**src/rtl/vpg_pkg.sv**
```systemverilog
// Shared timing constants, region/state enums and region decode for the VPG path.
// Pure definitions: no latency, no flow control.
package vpg_pkg;

  localparam int COORD_W = 12;
  localparam int MAX_TOT = 4096;

  localparam int H_SYNC_1080 = 44;
  localparam int H_BP_1080   = 148;
  localparam int H_ACT_1080  = 1920;
  localparam int H_FP_1080   = 88;
  localparam int V_SYNC_1080 = 5;
  localparam int V_BP_1080   = 36;
  localparam int V_ACT_1080  = 1080;
  localparam int V_FP_1080   = 4;

  typedef enum logic [1:0] {
    RGN_SYNC,
    RGN_BP,
    RGN_ACT,
    RGN_FP
  } region_e;

  typedef enum logic {
    ST_IDLE,
    ST_RUN
  } state_e;

  function automatic region_e region_of(input int pos, input int sync, input int bp,
                                        input int act);
    if (pos < sync) return RGN_SYNC;
    else if (pos < sync + bp) return RGN_BP;
    else if (pos < sync + bp + act) return RGN_ACT;
    else return RGN_FP;
  endfunction

endpackage

```
**src/rtl/vpg_axis_counter.sv**
```systemverilog
// One raster axis: wrapping position counter plus sync/active region flags.
// Flags are combinational from the registered count; no backpressure, advances on i_inc.
module vpg_axis_counter
  import vpg_pkg::*;
#(
  parameter int SYNC = 2,
  parameter int BP   = 2,
  parameter int ACT  = 8,
  parameter int FP   = 2
) (
  input  logic               clk,
  input  logic               reset_n,
  input  logic               i_inc,
  input  logic               i_clr,
  output logic [COORD_W-1:0] o_cnt,
  output logic               o_wrap,
  output logic               o_sync,
  output logic               o_act
);

  localparam int                 TOT  = SYNC + BP + ACT + FP;
  localparam logic [COORD_W-1:0] LAST = COORD_W'(TOT - 1);

  logic [COORD_W-1:0] r_cnt;
  logic               w_last;
  region_e            w_rgn;

  assign w_last = (r_cnt == LAST);
  assign w_rgn  = region_of(int'(r_cnt), SYNC, BP, ACT);

  // Clear wins over increment so an abort always lands on position 0.
  always_ff @(posedge clk or negedge reset_n) begin
    if (!reset_n) begin
      r_cnt <= '0;
    end else if (i_clr) begin
      r_cnt <= '0;
    end else if (i_inc) begin
      r_cnt <= w_last ? '0 : r_cnt + 1'b1;
    end
  end

  assign o_cnt  = r_cnt;
  assign o_wrap = i_inc && w_last;
  assign o_sync = (w_rgn == RGN_SYNC);
  assign o_act  = (w_rgn == RGN_ACT);

endmodule

```
**src/rtl/vpg_timing_gen.sv**
```systemverilog
// Raster timing generator: IDLE/RUN FSM, H/V axis counters, registered sync/DE/coords.
// One output register stage (outputs lag counters by 1 clock); no backpressure, free-running in RUN.
module vpg_timing_gen
  import vpg_pkg::*;
#(
  parameter int H_SYNC = H_SYNC_1080,
  parameter int H_BP   = H_BP_1080,
  parameter int H_ACT  = H_ACT_1080,
  parameter int H_FP   = H_FP_1080,
  parameter int V_SYNC = V_SYNC_1080,
  parameter int V_BP   = V_BP_1080,
  parameter int V_ACT  = V_ACT_1080,
  parameter int V_FP   = V_FP_1080,
  parameter bit HS_POL = 1'b1,
  parameter bit VS_POL = 1'b1
) (
  input  logic               clk,
  input  logic               reset_n,
  input  logic               run,
  output logic [COORD_W-1:0] h_count,
  output logic [COORD_W-1:0] v_count,
  output logic               hs,
  output logic               vs,
  output logic               de,
  output logic               frame_start
);

  localparam int H_TOT = H_SYNC + H_BP + H_ACT + H_FP;
  localparam int V_TOT = V_SYNC + V_BP + V_ACT + V_FP;

  if (H_TOT > MAX_TOT || V_TOT > MAX_TOT) begin : g_bad_timing
    $error("vpg_timing_gen: raster totals exceed 12-bit counter range");
  end

  state_e             r_state;
  state_e             w_state_nxt;
  logic               w_running;
  logic               w_clr;
  logic [COORD_W-1:0] w_hc;
  logic [COORD_W-1:0] w_vc;
  logic               w_h_wrap;
  logic               w_unused_v_wrap;
  logic               w_h_sync;
  logic               w_v_sync;
  logic               w_h_act;
  logic               w_v_act;
  logic               w_de;
  logic [COORD_W-1:0] w_h_off;
  logic [COORD_W-1:0] w_v_off;

  logic               r_hs;
  logic               r_vs;
  logic               r_de;
  logic               r_fs;
  logic [COORD_W-1:0] r_h_count;
  logic [COORD_W-1:0] r_v_count;

  always_ff @(posedge clk or negedge reset_n) begin
    if (!reset_n) r_state <= ST_IDLE;
    else          r_state <= w_state_nxt;
  end

  always_comb begin
    w_state_nxt = r_state;
    case (r_state)
      ST_IDLE: if (run)  w_state_nxt = ST_RUN;
      ST_RUN:  if (!run) w_state_nxt = ST_IDLE;
      default:           w_state_nxt = ST_IDLE;
    endcase
  end

  assign w_running = (r_state == ST_RUN);
  // Counters sit at 0 for every IDLE cycle, so re-entry always starts at the origin.
  assign w_clr     = (w_state_nxt == ST_IDLE);

  vpg_axis_counter #(.SYNC(H_SYNC), .BP(H_BP), .ACT(H_ACT), .FP(H_FP)) u_h_axis (
    .clk     (clk),
    .reset_n (reset_n),
    .i_inc   (w_running),
    .i_clr   (w_clr),
    .o_cnt   (w_hc),
    .o_wrap  (w_h_wrap),
    .o_sync  (w_h_sync),
    .o_act   (w_h_act)
  );

  vpg_axis_counter #(.SYNC(V_SYNC), .BP(V_BP), .ACT(V_ACT), .FP(V_FP)) u_v_axis (
    .clk     (clk),
    .reset_n (reset_n),
    .i_inc   (w_h_wrap),
    .i_clr   (w_clr),
    .o_cnt   (w_vc),
    .o_wrap  (w_unused_v_wrap),
    .o_sync  (w_v_sync),
    .o_act   (w_v_act)
  );

  assign w_de    = w_running && w_h_act && w_v_act;
  assign w_h_off = w_hc - COORD_W'(H_SYNC + H_BP);
  assign w_v_off = w_vc - COORD_W'(V_SYNC + V_BP);

  always_ff @(posedge clk or negedge reset_n) begin
    if (!reset_n) begin
      r_hs      <= ~HS_POL;
      r_vs      <= ~VS_POL;
      r_de      <= 1'b0;
      r_fs      <= 1'b0;
      r_h_count <= '0;
      r_v_count <= '0;
    end else begin
      r_hs      <= (w_running && w_h_sync) ? HS_POL : ~HS_POL;
      r_vs      <= (w_running && w_v_sync) ? VS_POL : ~VS_POL;
      r_de      <= w_de;
      r_fs      <= w_running && (w_hc == '0) && (w_vc == '0);
      r_h_count <= w_de ? w_h_off : '0;
      r_v_count <= w_de ? w_v_off : '0;
    end
  end

  assign hs          = r_hs;
  assign vs          = r_vs;
  assign de          = r_de;
  assign frame_start = r_fs;
  assign h_count     = r_h_count;
  assign v_count     = r_v_count;

endmodule

```
**config.mk**
```make
export PLATFORM = sky130hd
export DESIGN_NAME = vpg_timing_gen
export DESIGN_NICKNAME = d
export VERILOG_FILES = /design/src/rtl/vpg_pkg.sv /design/src/rtl/vpg_axis_counter.sv /design/src/rtl/vpg_timing_gen.sv
export SDC_FILE = /design/constraint.sdc
export NUM_CORES = 1
export LEC_CHECK = 0
export ABC_CLOCK_PERIOD_IN_PS = 3000
export BUFFER_PORTS_ARGS = -buffer_cell sky130_fd_sc_hd__buf_2
export CORE_MARGIN = 2
export CORE_UTILIZATION = 30
export CTS_CLUSTER_SIZE = 20
export DETAILED_ROUTE_END_ITERATION = 6
export PLACE_DENSITY_LB_ADDON = 0.3
export SYNTH_ARGS = -nofsm -noshare
export SYNTH_HDL_FRONTEND = slang
export SYNTH_SLANG_ARGS = --single-unit
export TNS_END_PERCENT = 5
```
**constraint.sdc**
```tcl
create_clock -name clk -period 3 [get_ports clk]
set_input_delay 0.6 -clock clk [delete_from_list [all_inputs] [get_ports clk]]
set_output_delay 0.6 -clock clk [all_outputs]
set_load 0.01 [all_outputs]
```
==> results.yml, run 1 <==
clocking:
  clk_path_buf_depth: 2
  root_buffer: "clkbuf_8"
  cts_setup_buffers: 0
  cts_resized: 0
  cts_sinks: 53
  postCtsHoldBufs: 0
  cts_htree_levels: 2
  cts_tree: "done"
  cts_buffers: 5
  clk_latency_ns: 0.31
  clk_pin_slew_ns: 0.10
die:
  initial_core_util: 0.307
  die_h_microns: 101
  row_count: 35
  placeableCoreArea_sq_mm: 0.00915
  ios: 31
  die_w_microns: 101
  die-area_sq_mm: 0.0101
global_route:
  grt_pass1_vias: 2232
  grt_antenna_before_repair: 0
  track_usage: 0.144
  grt_pass1_wl_mm: 11.7
  grt_start_max_net_pins: 54
  grt-ovfl-total: 0
timing:
  period_needed_ns: 2.61
  hold_viol: 0
  worst_pin_slew_ns: 0.678
  final.setup.tns_ns: 0
  relSlewSlack: 0.548
  whs_ns: 0.402
  report.final.slew_viol_count: 0
  fin_ws_ns: 0.390
  setup_viol: 0
  finClkSkew_ns: 0.00814
  finalCritPeriodShare: 0.870
  max_freq_mhz: 383
  rsz0062_at_grt: "false"
logic_synthesis:
  synth_edf_count: 0
  ys_types: 42
  synth_area_sq_mm: 0.00281
  synth-seq-cells: 53
  synth_nets: 312
  synth_seq_area_share: 0.473
  synthArstFlopShare: 1.00
  synthCells: 300
  ys.flop_type: "dfrtp_1"
  ys_warn_count: 0
  avgSynthCellArea_sq_um: 9.35
power:
  power_mw: 1.21
  irDropWorstVdd_mv: 0.198
  cellPowerDensity_mw_per_mm2: 383
  p_leak_nw: 1.41
critical_path:
  crit_type: "flop to flop"
  path_cells: "or3_1 -> or4_1 -> or4_1 -> a21oi_1"
  critPathTopFamily: "simple AND/OR/NAND/NOR gates"
  critical_path.startpoint: "u_h_axis.o_cnt[10]"
  critical_path.max_fanout: 16
  critPathMaxStageDelay_ns: 0.83
  end_kind: "flop"
  cp.arrival_ns: 2.85
  startpoint_type: "flop"
  cp_data_required_time_ns: 3.24
  slowest_stage: "or4_1"
  crit_top_cell: "or4_1"
  cp.buffers_inverters: 0
  r2r-start: "u_h_axis.o_cnt[10]"
finish:
  postLayoutCoreUtil: 0.344
  drive_gt1_frac: 0.148
  design_area_sq_mm: 0.00315
  diodes: 0
  final_nets: 335
  layoutNonFillerInstCount: 435
  syn_to_final_growth_pct: 12.3
route:
  first_iter_violations: 138
  drc: 0
  wire_per_inst_microns: 15.4
  viasPerCell: 5.32
  ant_nets: 0
  first_pass_iters: 4
  vias: 2315
  routed_wl_mm: 6.70
placement:
  dp_hpwl_mm: 4.62
  dpl_cell_area_sq_mm: 0.00306
  port-buffer-count: 30
  place_ws_ns: 0.435
  dp_cells: 427
  place.gp.congestion: 0.873
flow_run:
  maxCapViolations: 0
outcome:
  run_status: "finished clean"
worst_hold_path:
  hp-class: "input port to asynchronous set/reset pin"
## flip-flops by register name (all words and copies together) (netlist names)
name,flops
de,1
frame_start,1
h_count,12
hs,1
r_state,1
u_h_axis.o_cnt,12
u_v_axis.o_cnt,12
v_count,12
vs,1
## worst reg2reg max path: stages (launching register included)
cell and delay (ns):
dfrtp_1 0.45, or3_1 0.52, or4_1 0.83, or4_1 0.59, a21oi_1 0.15
## worst paths after layout
| kind | end | slack (ns) | depth (start not counted) |
|---|---|---|---|
| worst max-delay path | u_v_axis.o_cnt[7] | 0.39 | 4 |
| worst min-delay path | u_v_axis.o_cnt[9] | 0.40 | 2 |
| worst max register to register | u_v_axis.o_cnt[7] | 0.39 | 4 |
| worst min register to register | u_h_axis.o_cnt[10] | 0.59 | 1 |
| max in group asynchronous | u_h_axis.o_cnt[9] | 2.15 | 2 |
| min in group clk | r_state | 0.58 | 1 |
## cell families after synthesis
kind of cell,count (synthesis),synth area share
buffers and inverters,34,0.0490
muxes,3,0.0107
xor gates and xnor gates,18,0.0562
AOI/OAI and AO/OA,42,0.0972
and+or+nand+nor,141,0.274
DFF,53,0.473
adders and majority gates,9,0.0401
## layout make-up
| class | count | area (sq um) |
|---|---|---|
| well taps | 111 | 139 |
| flip-flops and latches | 53 | 1330 |
| repair buffers | 37 | 203 |
| fillers | 925 | 6000 |
| clock buffers | 5 | 68.8 |
| clock inverters | 3 | 25.0 |
| multi-input cells | 213 | 1340 |
| inverters | 13 | 48.8 |
## cell usage in the layout (no fill, tap or decap), types with 2 or more instances in the layout
| cell type | n |
|---|---|
| nand4b_1 | 3 |
| nor4_1 | 7 |
| o211ai_1 | 8 |
| and4_1 | 2 |
| dfrtp_1 | 53 |
| buf_4 | 7 |
| or4_1 | 4 |
| nor4b_1 | 2 |
| nor3_1 | 29 |
| or2_2 | 3 |
| or3_1 | 4 |
| nand2b_1 | 3 |
| nand2_1 | 19 |
| nor2b_1 | 5 |
| and2_1 | 2 |
| inv_1 | 13 |
| clkbuf_8 | 5 |
| nor3b_1 | 2 |
| mux2i_1 | 3 |
| o21ai_0 | 8 |
| o311ai_0 | 2 |
| a41oi_1 | 2 |
| ha_1 | 9 |
| a21oi_1 | 14 |
| buf_2 | 30 |
| nor2_1 | 13 |
| and3_1 | 8 |
| nand3_1 | 20 |
| xnor2_1 | 14 |
| o2111ai_1 | 2 |
| xor2_1 | 4 |
| nand4_1 | 13 |
## power breakdown
group	internal, mW	total (mW)	switching [mW]
sequential	0.720	0.726	0.00545
clock	0.169	0.424	0.255
combinational	0.0149	0.0573	0.0424
total	0.904	1.21	0.303
## cell usage after synthesis (3+ instances only)
| cell | instances | area share |
|---|---|---|
| dfrtp_1 | 53 | 0.47 |
| nor3_1 | 29 | 0.052 |
| nand3_1 | 20 | 0.036 |
| nand2_1 | 19 | 0.025 |
| clkbuf_1 | 17 | 0.023 |
| a21oi_1 | 14 | 0.025 |
| xnor2_1 | 14 | 0.044 |
| inv_1 | 13 | 0.017 |
| nand4_1 | 13 | 0.029 |
| nor2_1 | 13 | 0.017 |
| ha_1 | 9 | 0.040 |
| and3_1 | 8 | 0.018 |
| o211ai_1 | 8 | 0.021 |
| o21ai_0 | 8 | 0.014 |
| nor4_1 | 7 | 0.016 |
| nor2b_1 | 5 | 0.011 |
| or3_1 | 4 | 0.0089 |
| or4_1 | 4 | 0.011 |
| xor2_1 | 4 | 0.012 |
| mux2i_1 | 3 | 0.011 |
| nand2b_1 | 3 | 0.0067 |
| nand4b_1 | 3 | 0.0094 |
| or2_2 | 3 | 0.0067 |
## metal layers
layer  part of all wire  track usage  vias to the layer above
met5                  0            0                        -
met4             0.0094       0.0400                        0
li1                   -            -                     1132
met3              0.031       0.0215                        4
met2               0.44        0.218                       38
met1               0.51        0.212                     1141
No activity file was read; power rests on OpenSTA's default activity.
==> inputs of run 2 (changes only) <==
==> constraint.sdc (replaced) <==
create_clock -name clk -period 3 [get_ports clk]
set_input_delay 0.15 -clock clk [delete_from_list [all_inputs] [get_ports clk]]
set_output_delay 0.15 -clock clk [all_outputs]
set_load 0.01 [all_outputs]
==> run 2 against run 1 <==
Compared with the run above:
- register-to-register slack is essentially flat
- critical path type unchanged
- global-route usage is essentially flat
- die area is the same
- setup slack gained 0.0029 ns
- first-iteration DRC count grew 33%
- critical endpoint is now u_v_axis.o_cnt[3]
- sequential share of layout area shrank 0.13 points
- combinational power grew 2%
- total power grew 0.11%
- sequential cell count is the same
- cell count grew 0.23%
==> results.yml, run 2 (synthesis results as in run 1) <==
die:
  die-area_sq_mm: 0.0101
  die_h_microns: 101
  ios: 31
  row_count: 35
  initial_core_util: 0.307
  placeableCoreArea_sq_mm: 0.00915
  die_w_microns: 101
clocking:
  clk_latency_ns: 0.31
  clk_pin_slew_ns: 0.11
  cts_buffers: 5
  cts_htree_levels: 2
  cts_resized: 0
  clk_path_buf_depth: 2
  root_buffer: "clkbuf_8"
  cts_sinks: 53
  cts_tree: "done"
  cts_setup_buffers: 0
power:
  cellPowerDensity_mw_per_mm2: 382
  p_leak_nw: 1.41
  irDropWorstVdd_mv: 0.198
finish:
  layout_commonest_cell: "dfrtp_1"
  final_nets: 336
  diodes: 0
  drive_gt1_frac: 0.148
  fillers: 926
  design_area_sq_mm: 0.00316
  mostFrequentLayoutCells: "dfrtp_1, buf_2, nor3_1"
  syn_to_final_growth_pct: 12.7
worst_hold_path:
  hp-class: "input port to flop"
timing:
  finClkSkew_ns: 0.00823
  relSlewSlack: 0.549
  hold_viol: 0
  setup_viol: 0
  final.setup.tns_ns: 0
  report.final.slew_viol_count: 0
  max_freq_mhz: 384
  worst_pin_slew_ns: 0.676
  period_needed_ns: 2.61
  finalCritPeriodShare: 0.869
  whs_ns: 0.133
  rsz0062_at_grt: "false"
route:
  viasPerCell: 5.33
  vias: 2326
  wire_per_inst_microns: 15.4
  first_pass_iters: 4
  ant_nets: 0
  first_iter_violations: 183
  routed_wl_mm: 6.71
  drc: 0
critical_path:
  startpoint_type: "flop"
  critical_path.max_fanout: 16
  end_kind: "flop"
  cp_data_required_time_ns: 3.24
  crit_type: "flop to flop"
  cp.arrival_ns: 2.84
global_route:
  track_usage: 0.144
  grt_pass1_vias: 2238
  grt_pass1_wl_mm: 11.7
  grt_start_max_net_pins: 54
  grt_antenna_before_repair: 0
  grt-ovfl-total: 0
placement:
  dpl_cell_area_sq_mm: 0.00306
  place.gp.congestion: 0.873
  port-buffer-count: 30
  dp_hpwl_mm: 4.62
outcome:
  run_status: "finished clean"
flow_run:
  maxCapViolations: 0
## run 2: cell types whose count changed in the layout (fill, tap and decap cells not counted)
| cell | delta |
|---|---|
| dlygate4sd3_1 | +1 |
## run 2: final timing paths
path / from / depth (start not counted) / slack (ns) / to
setup reg to reg: u_h_axis.o_cnt[10] / 4 / 0.39 / u_v_axis.o_cnt[3]
hold / removal: run / 1 / 0.13 / r_state
hold reg to reg: u_h_axis.o_cnt[10] / 1 / 0.59 / u_h_axis.o_cnt[10]
min in group asynchronous: reset_n / 3 / 0.49 / u_v_axis.o_cnt[9]
setup / recovery: u_h_axis.o_cnt[10] / 4 / 0.39 / u_v_axis.o_cnt[3]
max in group asynchronous: reset_n / 3 / 2.06 / u_h_axis.o_cnt[9]
## run 2: layer usage
| metal | part of all wire | GRT usage |
|---|---|---|
| met1 | 0.51 | 0.212 |
| met2 | 0.44 | 0.219 |
| met3 | 0.038 | 0.0215 |
| met4 | 0.0094 | 0.0400 |
| met5 | 0 | 0 |
## run 2: timing repair
item | in CTS | in global routing
hold buffers | 1 | 0
setup endpoints to repair | 0 | 0
endpoints found under the hold margin | 53 | 0
## run 2: critical path, stage by stage (launching register included)
cell and delay [ns]:
dfrtp_1 0.45, or3_1 0.52, or4_1 0.83, or4_1 0.58, a21oi_1 0.15
## run 2: through the flow
step                      utilization  worst slack (ns)  power, mW  cells
after global placement          0.334             0.482      0.799    427
after floorplan                     -             0.734      0.766    300
after global routing            0.346             0.247       1.27    436
final                           0.346             0.393       1.21    436
after detailed placement        0.334             0.435      0.800    427
after CTS                       0.346             0.408       1.24    436
## run 2: final cells by class
type                       instances  area, sq um  area share
sequential                        53         1330       0.419
multi-input combinational        213         1340       0.424
inverter                          13         48.8      0.0154
tap                              111          139      0.0439
timing repair buffer              38          213      0.0672
clock inverter                     3         25.0     0.00791
clock buffer                       5         68.8      0.0218
## run 2: power breakdown
group / total (mW) / internal, mW / switching, mW / leakage [nW]
Combinational: 0.0584 / 0.0157 / 0.0427 / 0.637
Sequential: 0.726 / 0.720 / 0.00535 / 0.731
Clock: 0.425 / 0.169 / 0.256 / 0.0447
Total: 1.21 / 0.905 / 0.304 / 1.41
